File: src/rtl/serial_add_pkg.sv
`default_nettype none
// ---------------------------------------------------------------------------
// serial_add_pkg : shared constants, state encoding and digit-count helper
// Rev 1.0
// ---------------------------------------------------------------------------
package serial_add_pkg;

  localparam int DIGIT_W = 2;

  typedef enum logic [1:0] {
    S_IDLE = 2'd0,
    S_RUN  = 2'd1,
    S_DONE = 2'd2
  } state_t;

  function automatic int ndigits(input int width);
    return width / DIGIT_W;
  endfunction

endpackage
`default_nettype wire

File: src/rtl/digit_add_slice.sv
`default_nettype none
// ---------------------------------------------------------------------------
// digit_add_slice : combinational 2-bit full adder (one digit of the adder)
// Rev 1.0
// ---------------------------------------------------------------------------
module digit_add_slice
  import serial_add_pkg::*;
(
  input  logic [DIGIT_W-1:0] a,
  input  logic [DIGIT_W-1:0] b,
  input  logic               cin,
  output logic [DIGIT_W-1:0] sum,
  output logic               cout
);

  assign {cout, sum} = {1'b0, a} + {1'b0, b} + {{DIGIT_W{1'b0}}, cin};

endmodule
`default_nettype wire

File: src/rtl/serial_add_ctrl.sv
`default_nettype none
// ---------------------------------------------------------------------------
// serial_add_ctrl : digit-serial adder controller, 2 bits per cycle, LSB first.
// Optional SERIAL_ADD_OVF_EN adds the out_ovf two's-complement overflow port.
// Rev 1.0
// ---------------------------------------------------------------------------
module serial_add_ctrl
  import serial_add_pkg::*;
#(
  parameter int WIDTH = 8
)
(
  input  logic             clk,
  input  logic             rst,
  input  logic             in_valid,
  output logic             in_ready,
  input  logic [WIDTH-1:0] in_a,
  input  logic [WIDTH-1:0] in_b,
  input  logic             in_cin,
  output logic             out_valid,
  input  logic             out_ready,
  output logic [WIDTH-1:0] out_sum,
  output logic             out_cout,
`ifdef SERIAL_ADD_OVF_EN
  output logic             out_ovf,
`endif
  output logic             busy
);

  localparam int N     = ndigits(WIDTH);
  localparam int CNT_W = $clog2(N) + 1;
  localparam logic [CNT_W-1:0] LAST_DIGIT = CNT_W'(N - 1);

  state_t             state;
  logic [CNT_W-1:0]   cnt;
  logic               carry;
  logic [WIDTH-1:0]   op_a;
  logic [WIDTH-1:0]   op_b;
  logic [DIGIT_W-1:0] digit_sum;
  logic               digit_cout;

`ifdef SERIAL_ADD_OVF_EN
  logic               a_msb;
  logic               b_msb;
`endif

  // Operands shift right each digit, so the current digit is always at bit 0.
  digit_add_slice u_slice (
    .a    (op_a[DIGIT_W-1:0]),
    .b    (op_b[DIGIT_W-1:0]),
    .cin  (carry),
    .sum  (digit_sum),
    .cout (digit_cout)
  );

  always_ff @(posedge clk) begin
    if (rst) begin
      state     <= S_IDLE;
      in_ready  <= 1'b1;
      out_valid <= 1'b0;
      out_sum   <= '0;
      out_cout  <= 1'b0;
      busy      <= 1'b0;
      cnt       <= '0;
      carry     <= 1'b0;
      op_a      <= '0;
      op_b      <= '0;
`ifdef SERIAL_ADD_OVF_EN
      out_ovf   <= 1'b0;
      a_msb     <= 1'b0;
      b_msb     <= 1'b0;
`endif
    end else begin
      unique case (state)
        S_IDLE: begin
          if (in_valid && in_ready) begin
            op_a     <= in_a;
            op_b     <= in_b;
            carry    <= in_cin;
            cnt      <= '0;
            in_ready <= 1'b0;
            busy     <= 1'b1;
            state    <= S_RUN;
`ifdef SERIAL_ADD_OVF_EN
            a_msb    <= in_a[WIDTH-1];
            b_msb    <= in_b[WIDTH-1];
`endif
          end
        end

        S_RUN: begin
          op_a    <= op_a >> DIGIT_W;
          op_b    <= op_b >> DIGIT_W;
          // After N digits the first digit has reached the LSB end.
          out_sum <= (out_sum >> DIGIT_W) | (WIDTH'(digit_sum) << (WIDTH - DIGIT_W));
          carry   <= digit_cout;
          cnt     <= cnt + 1'b1;
          if (cnt == LAST_DIGIT) begin
            out_cout  <= digit_cout;
            out_valid <= 1'b1;
            state     <= S_DONE;
`ifdef SERIAL_ADD_OVF_EN
            out_ovf   <= (a_msb == b_msb) && (digit_sum[DIGIT_W-1] != a_msb);
`endif
          end
        end

        S_DONE: begin
          if (out_valid && out_ready) begin
            out_valid <= 1'b0;
            in_ready  <= 1'b1;
            busy      <= 1'b0;
            state     <= S_IDLE;
          end
        end

        default: begin
          state     <= S_IDLE;
          in_ready  <= 1'b1;
          out_valid <= 1'b0;
          busy      <= 1'b0;
        end
      endcase
    end
  end

endmodule
`default_nettype wire
File: config.mk
export PLATFORM = sky130hd
export DESIGN_NAME = serial_add_ctrl
export DESIGN_NICKNAME = d
export VERILOG_FILES = /design/src/rtl/serial_add_pkg.sv /design/src/rtl/digit_add_slice.sv /design/src/rtl/serial_add_ctrl.sv
export SDC_FILE = /design/constraint.sdc
export NUM_CORES = 1
export LEC_CHECK = 0
export CORE_MARGIN = 2
export CORE_UTILIZATION = 41
export CTS_BUF_LIST = sky130_fd_sc_hd__clkbuf_2
export DETAILED_ROUTE_END_ITERATION = 8
export PLACE_DENSITY = 0.68
export SYNTH_ARGS = -nofsm -noshare
export SYNTH_HDL_FRONTEND = slang
export SYNTH_HIERARCHICAL = 1
export SYNTH_SLANG_ARGS = --single-unit
File: constraint.sdc
create_clock -name clk -period 1.6 [get_ports clk]
set_input_delay 0.16 -clock clk [delete_from_list [all_inputs] [get_ports clk]]
set_output_delay 0.16 -clock clk [all_outputs]
set_load 0.02 [all_outputs]
# After elaboration in Yosys (flattened, before gate mapping)
# Index checks and enable logic that the tools add are counted.
# op_classes
n_eq_ne,6
n_bitwise,3
reduce_logical,9
n_addsub,3
n_mux,20
# op_table
cell,count
8-bit case mux with 2 select lines,2
8-bit 2-to-1 mux,2
1-bit case mux with 3 select lines,3
3-bit AND reduction,3
6-bit by 8-bit bitwise OR with 8-bit output,1
1-bit 2-to-1 mux,6
2-bit 2-to-1 mux,3
"2-bit inequality test, second input constant",3
2-bit case mux with 3 select lines,1
3-bit case mux with 2 select lines,1
2-bit AND reduction,2
2-bit by 2-bit adder with 3-bit output,1
3-bit by 1-bit adder with 3-bit output,1
"3-bit by 1-bit adder with 3-bit output, second input constant",1
"3-bit by 2-bit == test with 1-bit output, second input constant",1
3-bit 2-to-1 mux,1
"2-bit by 1-bit == test with 1-bit output, second input constant",1
"2-bit == test, second input constant",1
1-bit logical AND,2
2-bit zero test,1
1-bit NOT,2
1-bit case mux with 2 select lines,1
2-bit nonzero test,1
# totals
output_inout_bits,12
register_bits,34

# Depth between registers and ports, before layout
# Gate-level depths: netlist (run 1).
# depth
ltp_word,3
mapped_depth,6

# Modules after synthesis
# Netlist (run 1), hierarchy kept.
# modules_own_cells
mod,area_each_um2,seq_area_each_um2,cells_each,n_inst
serial_add_ctrl,1594.0,680.7,166,1
digit_add_slice,70.1,0.0,10,1

# Worst setup path before layout (run 1)
# OpenSTA, ideal clock, no wires.
# synth_path
kind,reg-to-reg
from,register op_a[0]
to,register carry
setup_time_ps,60
t_arrival_ps,1443
synth_period_minus_slack_ps,1502
required_time_ps,1540
path_stages_with_launch,7
slack_ps,98
path_buffers,0
path_cell_list,dfxtp_1 -> inv_1 -> fa_1 -> fa_1 -> inv_1 -> mux2_2 -> o311a_1
# synth_via
elab_chain_cells,3
# synth_lines
element,line,rtl
"start, declared",serial_add_ctrl.sv:37,logic [WIDTH-1:0] op_a;
"start signal, assigned",serial_add_ctrl.sv:77,op_a <= in_a;
"start signal, assigned",serial_add_ctrl.sv:92,op_a <= op_a >> DIGIT_W;
2-bit by 2-bit adder with 3-bit output,digit_add_slice.sv:16,"assign {cout, sum} = {1'b0, a} + {1'b0, b} + {{DIGIT_W{1'b0}}, cin};"
3-bit by 1-bit adder with 3-bit output,digit_add_slice.sv:16,
net digit_cout,serial_add_ctrl.sv:40,logic digit_cout;
1-bit case mux with 2 select lines,serial_add_ctrl.sv:74,unique case (state)
"end signal, assigned",serial_add_ctrl.sv:79,carry <= in_cin;
"end signal, assigned",serial_add_ctrl.sv:96,carry <= digit_cout;
"end, declared",serial_add_ctrl.sv:36,logic carry;
# The timed path passes the listed nets, and every way through them passes these cells.
# A chain may end at the register's enable or synchronous reset.

# Worst setup path after layout (run 1)
# Same ends and word-level chain as after synthesis.

==> results.tsv, run 1 <==
stage	metric	value	unit
synthesis	Compound-Gate Fraction of Synth Area	24.1	%
routing	total length of routed wires	3.23	mm
min_path	Hold Startpoint	in_b[7]	
setup_path	Worst R2R Start	op_a[0]	
cts	Clock Latency Late Sink	0.36	ns
synthesis	syn nets	201	
routing	DR vias	1333	
synthesis	ys async rst share	0	%
floorplanning	chip width	67.7	microns
global_route	global-route wire length before repair	5.37	mm
global_route	grt total ovfl	0	
sta	period utilization	95.4	%
final_layout	share of cells above drive strength 1	14.6	%
synthesis	mux cell area share after synthesis	11.3	%
synthesis	Post-Syn Instances	176	
floorplanning	Initial Util	42.2	%
cts	clk sinks	34	
min_path	class of the worst hold path	primary input to flop	
sta	unrepaired setup endpoints after global routing	false	
synthesis	xor and xnor area share after synthesis	0	%
routing	DRC viols	0	
pwr	Leakage	0.900	nW
routing	drt wl/cell	12.6	microns
cts	Root Driver	clkbuf_2	
sta	Worst slew margin	67.9	%
final_layout	Final Util	52.8	%
global_route	initial antenna violation count	0	
synthesis	Post-Syn Area	1660	sq um
cts	CTS tree	done	
outcome	run status	finished, final reports clean	
routing	drt initial violations	41	
flow_run	max-cap viol count	0	
synthesis	main combinational cell family by area after synthesis	compound AO/OA/AOI/OAI gates	
routing	Pre-Repair DR Iteration Count	4	
routing	DRT antenna net count	0	
floorplanning	Die Area	4580	sq um
floorplanning	Die Ht	67.7	microns
cts	Num CTS Buffers	5	
sta	final hold violation count	0	
cts	Post-CTS Setup Bufs	0	
cts	Clock Path Buffers	2	
synthesis	Adder-Cell Fraction of Synth Area	3.91	%
placement	Placed Instances	250	
synthesis	unique cell type count in the Yosys netlist	32	
sta	TNS Setup	0	ns
floorplanning	io pins	33	
final_layout	most common cell after layout, fill and taps aside	dfxtp_1	
sta	Fmax	655	MHz
pwr	Worst VDD drop	481	uV
setup_path	kind of critical path	flop to flop	
min_path	Worst Hold Path EP	op_b[7]	
setup_path	CP Launch Type	flop	
setup_path	WP data arrival	1.84	ns
setup_path	R2R Setup Slk	0.07	ns
sta	worst slew pin tran	0.480	ns
sta	endpoints failing setup	0	
placement	RePlAce Congestion	0.736	
global_route	pin count of the biggest net entering global routing	31	
setup_path	largest fanout on the critical path	2	
synthesis	Synth Flop Type	dfxtp_1	
floorplanning	Core Area	3940	sq um
cts	H-tree depth	2	
synthesis	yosys warns	6	
final_layout	nets	232	
floorplanning	Rows	23	
final_layout	commonest non-fill, non-tap cells in the layout	dfxtp_1, clkdlybuf4s50_1, nand2_1	
routing	DR vias/cell	5.21	
sta	max-slew violation count	0	
placement	input/output buffers	32	
cts	clk slew on worst S/H paths	0.15	ns
synthesis	EDFF count, synth	0	
setup_path	RR Endpoint	carry	
synthesis	synthesized area per cell	9.46	sq um
synthesis	register area share after synthesis	40.9	%
global_route	Global Route Usage Sum	15.8	%
synthesis	Simple-Gate Fraction of Synth Area	12.3	%
placement	dpl hpwl	2.28	mm
min_path	Hold Path Depth	3	
setup_path	Crit. End Element	flop	
pwr	pwr dens	820	nW/um^2
sta	clock skew	0.00804	ns
setup_path	critical path required time	1.92	ns
global_route	via count of the first global-routing pass	1237	
final_layout	ANT cells	0	
final_layout	synth-to-layout area growth	25.0	%
synthesis	#FFs+latches synth	34	
final_layout	final non-filler cell total	256	
sta	post-layout min period	1.53	ns
setup_path	worst reg2reg path depth	6	
flip-flops by register name (all words and copies together) (netlist names):
name / flops
out_sum: 8
state: 2
cnt: 3
op_b: 8
out_valid: 1
in_ready: 1
out_cout: 1
op_a: 8
carry: 1
busy: 1
per-stage QoR:
step / hold slack (ns) / total power, mW / worst slack [ns] / instance area [sq um]
after floorplan: 0.300 / 1.25 / 0.0975 / 1660
after global placement: 0.444 / 1.37 / 0.0730 / 2040
after detailed placement: 0.454 / 1.38 / 0.0444 / 2040
after CTS: 0.312 / 1.73 / 0.00961 / 2060
after global routing: 0.325 / 1.81 / 0.00932 / 2080
final: 0.335 / 1.71 / 0.0739 / 2080
synthesized netlist by cell type (all sizes together) (2+ instances only):
| cell | number | area share [%] |
|---|---|---|
| nor2 | 2 | 0.45 |
| o311a | 13 | 7.8 |
| buf | 6 | 2.6 |
| mux2 | 13 | 11 |
| ha | 2 | 1.5 |
| nand2 | 25 | 5.6 |
| nand2b | 2 | 1.2 |
| nand3 | 4 | 1.2 |
| a21oi | 17 | 5.1 |
| dfxtp | 34 | 41 |
| fa | 2 | 2.4 |
| clkbuf | 8 | 1.8 |
| or4b | 2 | 1.2 |
| o21ai | 5 | 1.5 |
| inv | 14 | 3.2 |
| o21bai | 13 | 5.9 |
| a31oi | 2 | 0.75 |
worst max-delay path, stage by stage (launching register included):
cell and delay [ns]:
dfxtp_2 0.35, inv_1 0.05, fa_2 0.38, fa_1 0.36, inv_1 0.07, mux2_2 0.14, o311a_1 0.13
metal layers:
layer  wire length [microns]  GRT usage [%]
met5                       0              0
met4                      61           6.89
met3                     164           5.00
met2                    1560           26.5
met1                    1440           18.4
power by group:
part	leakage [nW]	switching (mW)	internal, mW
clock	0.0223	0.261	0.0868
sequential	0.279	0.0376	0.912
combinational	0.598	0.180	0.227
final cells by class:
| cell class | instances | area [sq um] |
|---|---|---|
| Fill cell | 359 | 1860 |
| Sequential cell | 34 | 683 |
| Inverter | 14 | 52.6 |
| Multi-Input combinational cell | 114 | 867 |
| Clock inverter | 1 | 3.75 |
| Clock buffer | 5 | 25.0 |
| Tap cell | 50 | 62.6 |
| Timing Repair Buffer | 38 | 387 |
cells by family (layout without fill, tap and decap cells):
kind of cell             count (synthesis)  after routing
AO/OA/AOI/OAI                           56             56
multiplexers                            13             13
buffers and inverters                   28             58
flip-flops                              34             34
adder cells (fa/ha/maj)                  4              4
AND/OR/NAND/NOR                         41             41
repair_timing:
action                     in CTS  in global routing
hold buffers                    0                  0
setup endpoints to repair       1                 12
resized for setup               1                  8
pin swaps                       0                  0
worst max path at each step:
| stage | slack (ns) | startpoint | endpoint | depth (start not counted) |
|---|---|---|---|---|
| global route | 0.009 | op_a[0] | carry | 6 |
| CTS | 0.01 | out_valid | out_valid | 1 |
| floorplan | 0.1 | op_a[0] | carry | 6 |
| finish | 0.07 | op_a[0] | carry | 6 |
| global placement | 0.07 | op_a[0] | carry | 6 |
| detailed placement | 0.04 | op_a[0] | carry | 6 |
(Power assumes the default switching activity.)
==> run 2, diff against run 1 <==
PLACE_DENSITY = 0.66   (was 0.68)
clock period = 1.62 ns   (was 1.6 ns; I/O delays follow)
==> run 2 against run 1 <==
Register-to-register slack is essentially flat. Die area is the same. Sequential power shrank 1%. Critical path depth shrank 5. Clock power grew 5.7%. Critical path type is now flop to output pin. Largest power group unchanged. Clock-buffer cell count is the same.
==> results.tsv, run 2 (synthesis gave the netlist of run 1 again) <==
stage	metric	value	unit	change
outcome	run status	finished, final reports clean		
global_route	met3 usage	4.00	%	-1.0 points
setup_path	WP data arrival	1.39	ns	-0.45 ns
routing	total length of routed wires	3.42	mm	+5.9%
global_route	M1 GR Usage	19.3	%	+0.94 points
placement	dpl hpwl	2.41	mm	+5.6%
setup_path	worst path buffer plus inverter count	1		-1
final_layout	synth-to-layout area growth	25.3	%	
setup_path	CP Launch Type	flop		
sta	Worst slew margin	69.5	%	+1.5 points
placement	placed cell area	2040	sq um	unchanged
floorplanning	Die Ht	67.7	microns	unchanged
floorplanning	Core Area	3940	sq um	unchanged
cts	Clock Path Buffers	2		unchanged
cts	CTS tree	done		
cts	H-tree depth	2		unchanged
pwr	Leakage	0.866	nW	-3.8%
min_path	class of the worst hold path	primary input to flop		
cts	Post-CTS Setup Bufs	0		unchanged
floorplanning	io pins	33		unchanged
sta	worst slew pin tran	0.458	ns	-0.0227 ns
sta	final hold violation count	0		unchanged
setup_path	crit-path leading delay family	buffers and inverters		
global_route	initial antenna violation count	0		unchanged
cts	Num CTS Buffers	5		unchanged
final_layout	share of cells above drive strength 1	14.4	%	-0.14 points
global_route	grt total ovfl	0		unchanged
routing	drt wl/cell	13.2	microns	+5.1%
floorplanning	Rows	23		unchanged
placement	Placed Instances	250		unchanged
setup_path	kind of critical path	flop to output pin		
setup_path	critical path required time	1.46	ns	-0.46 ns
setup_path	largest fanout on the critical path	3		+1
setup_path	Worst path max stage delay	0.62	ns	+0.24 ns
final_layout	register area	682	sq um	-0.18%
final_layout	post-route cell area	2080	sq um	+0.18%
sta	Hold Slack	0.354	ns	+0.0184 ns
setup_path	Critical Path, Cell by Cell	clkdlybuf4s50_1		
final_layout	commonest non-fill, non-tap cells in the layout	dfxtp_1, clkdlybuf4s50_1, nand2_1		
floorplanning	chip width	67.7	microns	unchanged
final_layout	Multi-input gate area	870	sq um	+0.29%
global_route	M2 GR Usage	29.3	%	+2.8 points
routing	DR vias/cell	5.25		+0.86%
cts	clk slew on worst S/H paths	0.17	ns	+0.02 ns
sta	Fmax	646	MHz	
global_route	via count of the first global-routing pass	1354		+9.5%
cts	hold buffer count at CTS	0		unchanged
global_route	GRT busiest layer	met2		
pwr	Worst VDD drop	502	uV	+4.3%
placement	input/output buffers	32		unchanged
global_route	pin count of the biggest net entering global routing	31		unchanged
floorplanning	Die Area	4580	sq um	unchanged
routing	drt initial violations	57		+39%
pwr	pwr dens	823	nW/um^2	+0.42%
sta	clock skew	0.0197	ns	+0.0116 ns
routing	DRT antenna net count	0		unchanged
final_layout	most common cell after layout, fill and taps aside	dfxtp_1		
global_route	Global Route Usage Sum	17.1	%	+1.3 points
global_route	global-route wire length before repair	5.82	mm	+8.3%
routing	DRC viols	0		unchanged
placement	RePlAce Congestion	0.708		-3.8%
setup_path	Crit-path slowest cell	clkdlybuf4s50_1		
routing	DR vias	1355		+1.7%
setup_path	Crit. End Element	output pin		
cts	Root Driver	clkbuf_2		
final_layout	Top Registers	op_a (8), op_b (8), out_sum (8)		
sta	period utilization	95.5	%	
final_layout	ANT cells	0		unchanged
sta	endpoints failing setup	0		unchanged
floorplanning	Initial Util	42.2	%	unchanged
final_layout	nets	232		unchanged
final_layout	final non-filler cell total	258		+0.78%
cts	clk sinks	34		unchanged
sta	post-layout min period	1.55	ns	
flow_run	max-cap viol count	0		unchanged
routing	Pre-Repair DR Iteration Count	4		unchanged
final_layout	Fillers	360		+0.28%
sta	max-slew violation count	0		unchanged
cts	Clock Latency Late Sink	0.38	ns	+0.02 ns
run 2: worst min-delay path, stage by stage:
cell	delay [ns]
clkdlybuf4s50_1	0.40
nand2_1	0.06
a21oi_1	0.06
run 2: cell type report:
class                   instances  area share [%]
multi-input cells             114            41.7
flip-flops and latches         34            32.7
repair buffers                 38            18.3
well taps                      50            3.00
inverters                      14            2.52
clock buffers                   5            1.20
clock inverters                 3           0.540
run 2: power by group:
| group | switching, mW | leakage [nW] | internal (mW) |
|---|---|---|---|
| combinational | 0.183 | 0.561 | 0.226 |
| clock | 0.276 | 0.0255 | 0.0921 |
| sequential | 0.0385 | 0.279 | 0.901 |
| total | 0.497 | 0.866 | 1.22 |
run 2: repair_timing:
action	in CTS	in global routing
resized for setup	1	6
hold endpoints to repair	0	0
endpoints found under the setup margin	1	14
run 2: worst paths after layout:
| kind | slack (ns) | cells past startpoint | startpoint | endpoint |
|---|---|---|---|---|
| worst max-delay path | 0.07 | 1 | out_sum[5] | out_sum[5] |
| worst min-delay path | 0.35 | 3 | in_b[7] | op_b[7] |
| worst max register to register | 0.08 | 6 | op_a[0] | out_sum[7] |
| worst min register to register | 0.47 | 2 | out_sum[1] | out_sum[1] |
run 2: metal layers:
metal	part of all wire (%)	wire length [microns]	vias to the layer above
met1	45	1530	637
met5	0	0	-
met2	50	1700	26
met4	2.1	71	0
li1	-	-	685
met3	3.4	117	7
run 2: per-stage QoR:
stage / worst slack [ns] / TNS, ns / power, mW / utilization (%)
6_report: 0.0723 / 0 / 1.72 / 52.9
5_1_grt: -0.00205 / -0.00205 / 1.83 / 52.9
4_1_cts: 0.0149 / 0 / 1.73 / 52.5
3_5_place_dp: -0.0000953 / -0.0000953 / 1.37 / 51.6
3_3_place_gp: 0.0858 / 0 / 1.35 / 51.6
2_1_floorplan: 0.118 / 0 / 1.23 / -
==> run 3, diff against run 2 <==
clock period = 1.6 ns   (was 1.62 ns; I/O delays follow)
==> run 3 against run 2 <==
Hold slack improved by 0.011 ns. Global-route usage fell by 0.35 points. Cell count is 0.78% lower. Sequential power is 1% higher. Highest routed layer unchanged. Wire length fell by 0.73%.
==> results.tsv, run 3 (synthesis gave the netlist of run 1 again) <==
stage	metric	value	unit	change
outcome	run status	finished, final reports clean		
setup_path	Crit. End Element	flop		
cts	CTS tree	done		
global_route	Global Route Usage Sum	16.8	%	-0.35 points
routing	drt wl/cell	13.3	microns	about the same
pwr	pwr dens	817	nW/um^2	-0.75%
setup_path	largest fanout on the critical path	2		-1
floorplanning	Rows	23		unchanged
setup_path	WP data arrival	1.81	ns	+0.42 ns
sta	period utilization	96.9	%	
routing	DRC viols	0		unchanged
routing	DRT antenna net count	0		unchanged
floorplanning	Die Area	4580	sq um	unchanged
pwr	Leakage	0.954	nW	+10%
sta	Worst slew margin	68.9	%	-0.60 points
cts	clk sinks	34		unchanged
cts	Post-CTS Setup Bufs	0		unchanged
final_layout	synth-to-layout area growth	25.8	%	
floorplanning	chip width	67.7	microns	unchanged
floorplanning	Die Ht	67.7	microns	unchanged
cts	Clock Latency Late Sink	0.35	ns	-0.03 ns
routing	DR vias	1363		+0.59%
global_route	grt total ovfl	0		unchanged
setup_path	RR Endpoint	out_sum[7]		
setup_path	R2R Setup Slk	0.05	ns	-0.03 ns
routing	DR vias/cell	5.32		+1.4%
floorplanning	Core Area	3940	sq um	unchanged
final_layout	commonest non-fill, non-tap cells in the layout	dfxtp_1, nand2_1, clkdlybuf4s50_1		
cts	Clock Path Buffers	2		unchanged
setup_path	Worst R2R Start	op_a[0]		
cts	Num CTS Buffers	5		unchanged
sta	Fmax	645	MHz	
global_route	global-route wire length before repair	5.75	mm	-1.2%
setup_path	kind of critical path	flop to flop		
pwr	Worst VDD drop	486	uV	-3.1%
final_layout	Top Registers	op_a (8), op_b (8), out_sum (8)		
sta	clock skew	0.00968	ns	-0.00997 ns
sta	max-slew violation count	0		unchanged
placement	placed cell area	2040	sq um	unchanged
min_path	Hold Startpoint	in_b[7]		
placement	worst slack, placed	-0.0361	ns	-0.0360 ns
final_layout	share of cells above drive strength 1	15.5	%	+1.1 points
routing	Pre-Repair DR Iteration Count	5		+1
placement	RePlAce Congestion	0.709		about the same
flow_run	max-cap viol count	0		unchanged
floorplanning	io pins	33		unchanged
placement	dpl hpwl	2.37	mm	-1.7%
global_route	pin count of the biggest net entering global routing	31		unchanged
cts	clk slew on worst S/H paths	0.14	ns	-0.03 ns
cts	Root Driver	clkbuf_2		
final_layout	post-route cell area	2090	sq um	+0.42%
sta	endpoints failing setup	0		unchanged
cts	H-tree depth	2		unchanged
sta	final hold violation count	0		unchanged
global_route	initial antenna violation count	0		unchanged
setup_path	critical path required time	1.86	ns	+0.40 ns
min_path	Worst Hold Path EP	op_b[7]		
sta	TNS Setup	0	ns	unchanged
final_layout	most common cell after layout, fill and taps aside	dfxtp_1		
min_path	Hold Path Depth	3		unchanged
sta	worst slew pin tran	0.467	ns	+0.00894 ns
global_route	via count of the first global-routing pass	1332		-1.6%
routing	drt initial violations	37		-35%
cts	hold buffer count at CTS	0		unchanged
min_path	class of the worst hold path	primary input to flop		
setup_path	CP Launch Type	flop		
routing	total length of routed wires	3.39	mm	-0.73%
floorplanning	Initial Util	42.2	%	unchanged
setup_path	worst reg2reg path depth	6		unchanged
sta	post-layout min period	1.55	ns	
placement	input/output buffers	32		unchanged
sta	final worst slack	0.0495	ns	-0.0228 ns
final_layout	ANT cells	0		unchanged
sta	Hold Slack	0.365	ns	+0.0108 ns
pwr	Pwr Total	1.71	mW	-0.33%
final_layout	nets	232		unchanged
## run 3: worst max-delay path, stage by stage (launching register included)
cell and delay (ns):
dfxtp_2 0.36, inv_2 0.04, fa_2 0.37, fa_2 0.53, inv_1 0.04, nand2_1 0.06, a21oi_2 0.06
## run 3: per-stage QoR
stage	cells	util [%]
final	256	53.1
after global routing	256	53.1
after CTS	256	52.3
after detailed placement	250	51.6
after global placement	250	51.6
after floorplan	176	-
## run 3: worst max-delay path by stage
stage	from	end	slack, ns	cells after the start
finish	op_a[0]	out_sum[7]	0.05	6
CTS	state[1]	cnt[0]	0.009	4
global route	op_a[0]	out_sum[7]	-0.01	6
detailed placement	in_valid	op_a[6]	-0.04	4
global placement	in_valid	op_a[6]	0.07	4
floorplan	op_a[0]	carry	0.1	6
## run 3: area by class of cell
class	count	area, sq um
fill	359	1850
multi-input combinational	114	873
sequential	34	682
timing repair buffer	38	394
tap	50	62.6
inverter	14	52.6
clock buffer	5	25.0
clock inverter	1	3.75
## run 3: per-layer routing
metal,GRT usage (%),part of all wire (%),vias to the layer above,wire length (microns)
met5,0,0,-,0
met4,7.14,0.71,0,24
met1,18.4,44,647,1490
met3,6.17,5.0,2,169
li1,-,-,682,-
met2,28.9,50,32,1710
## run 3: report_power, final
group,internal (mW),switching [mW]
logic,0.231,0.190
registers,0.912,0.0387
clock network,0.0870,0.252
total,1.23,0.481
## run 3: timing repair
action | 4_1_cts | 5_1_grt
endpoints found under the setup margin | 1 | 19
pin swaps | 0 | 1
gates resized for setup | 1 | 13
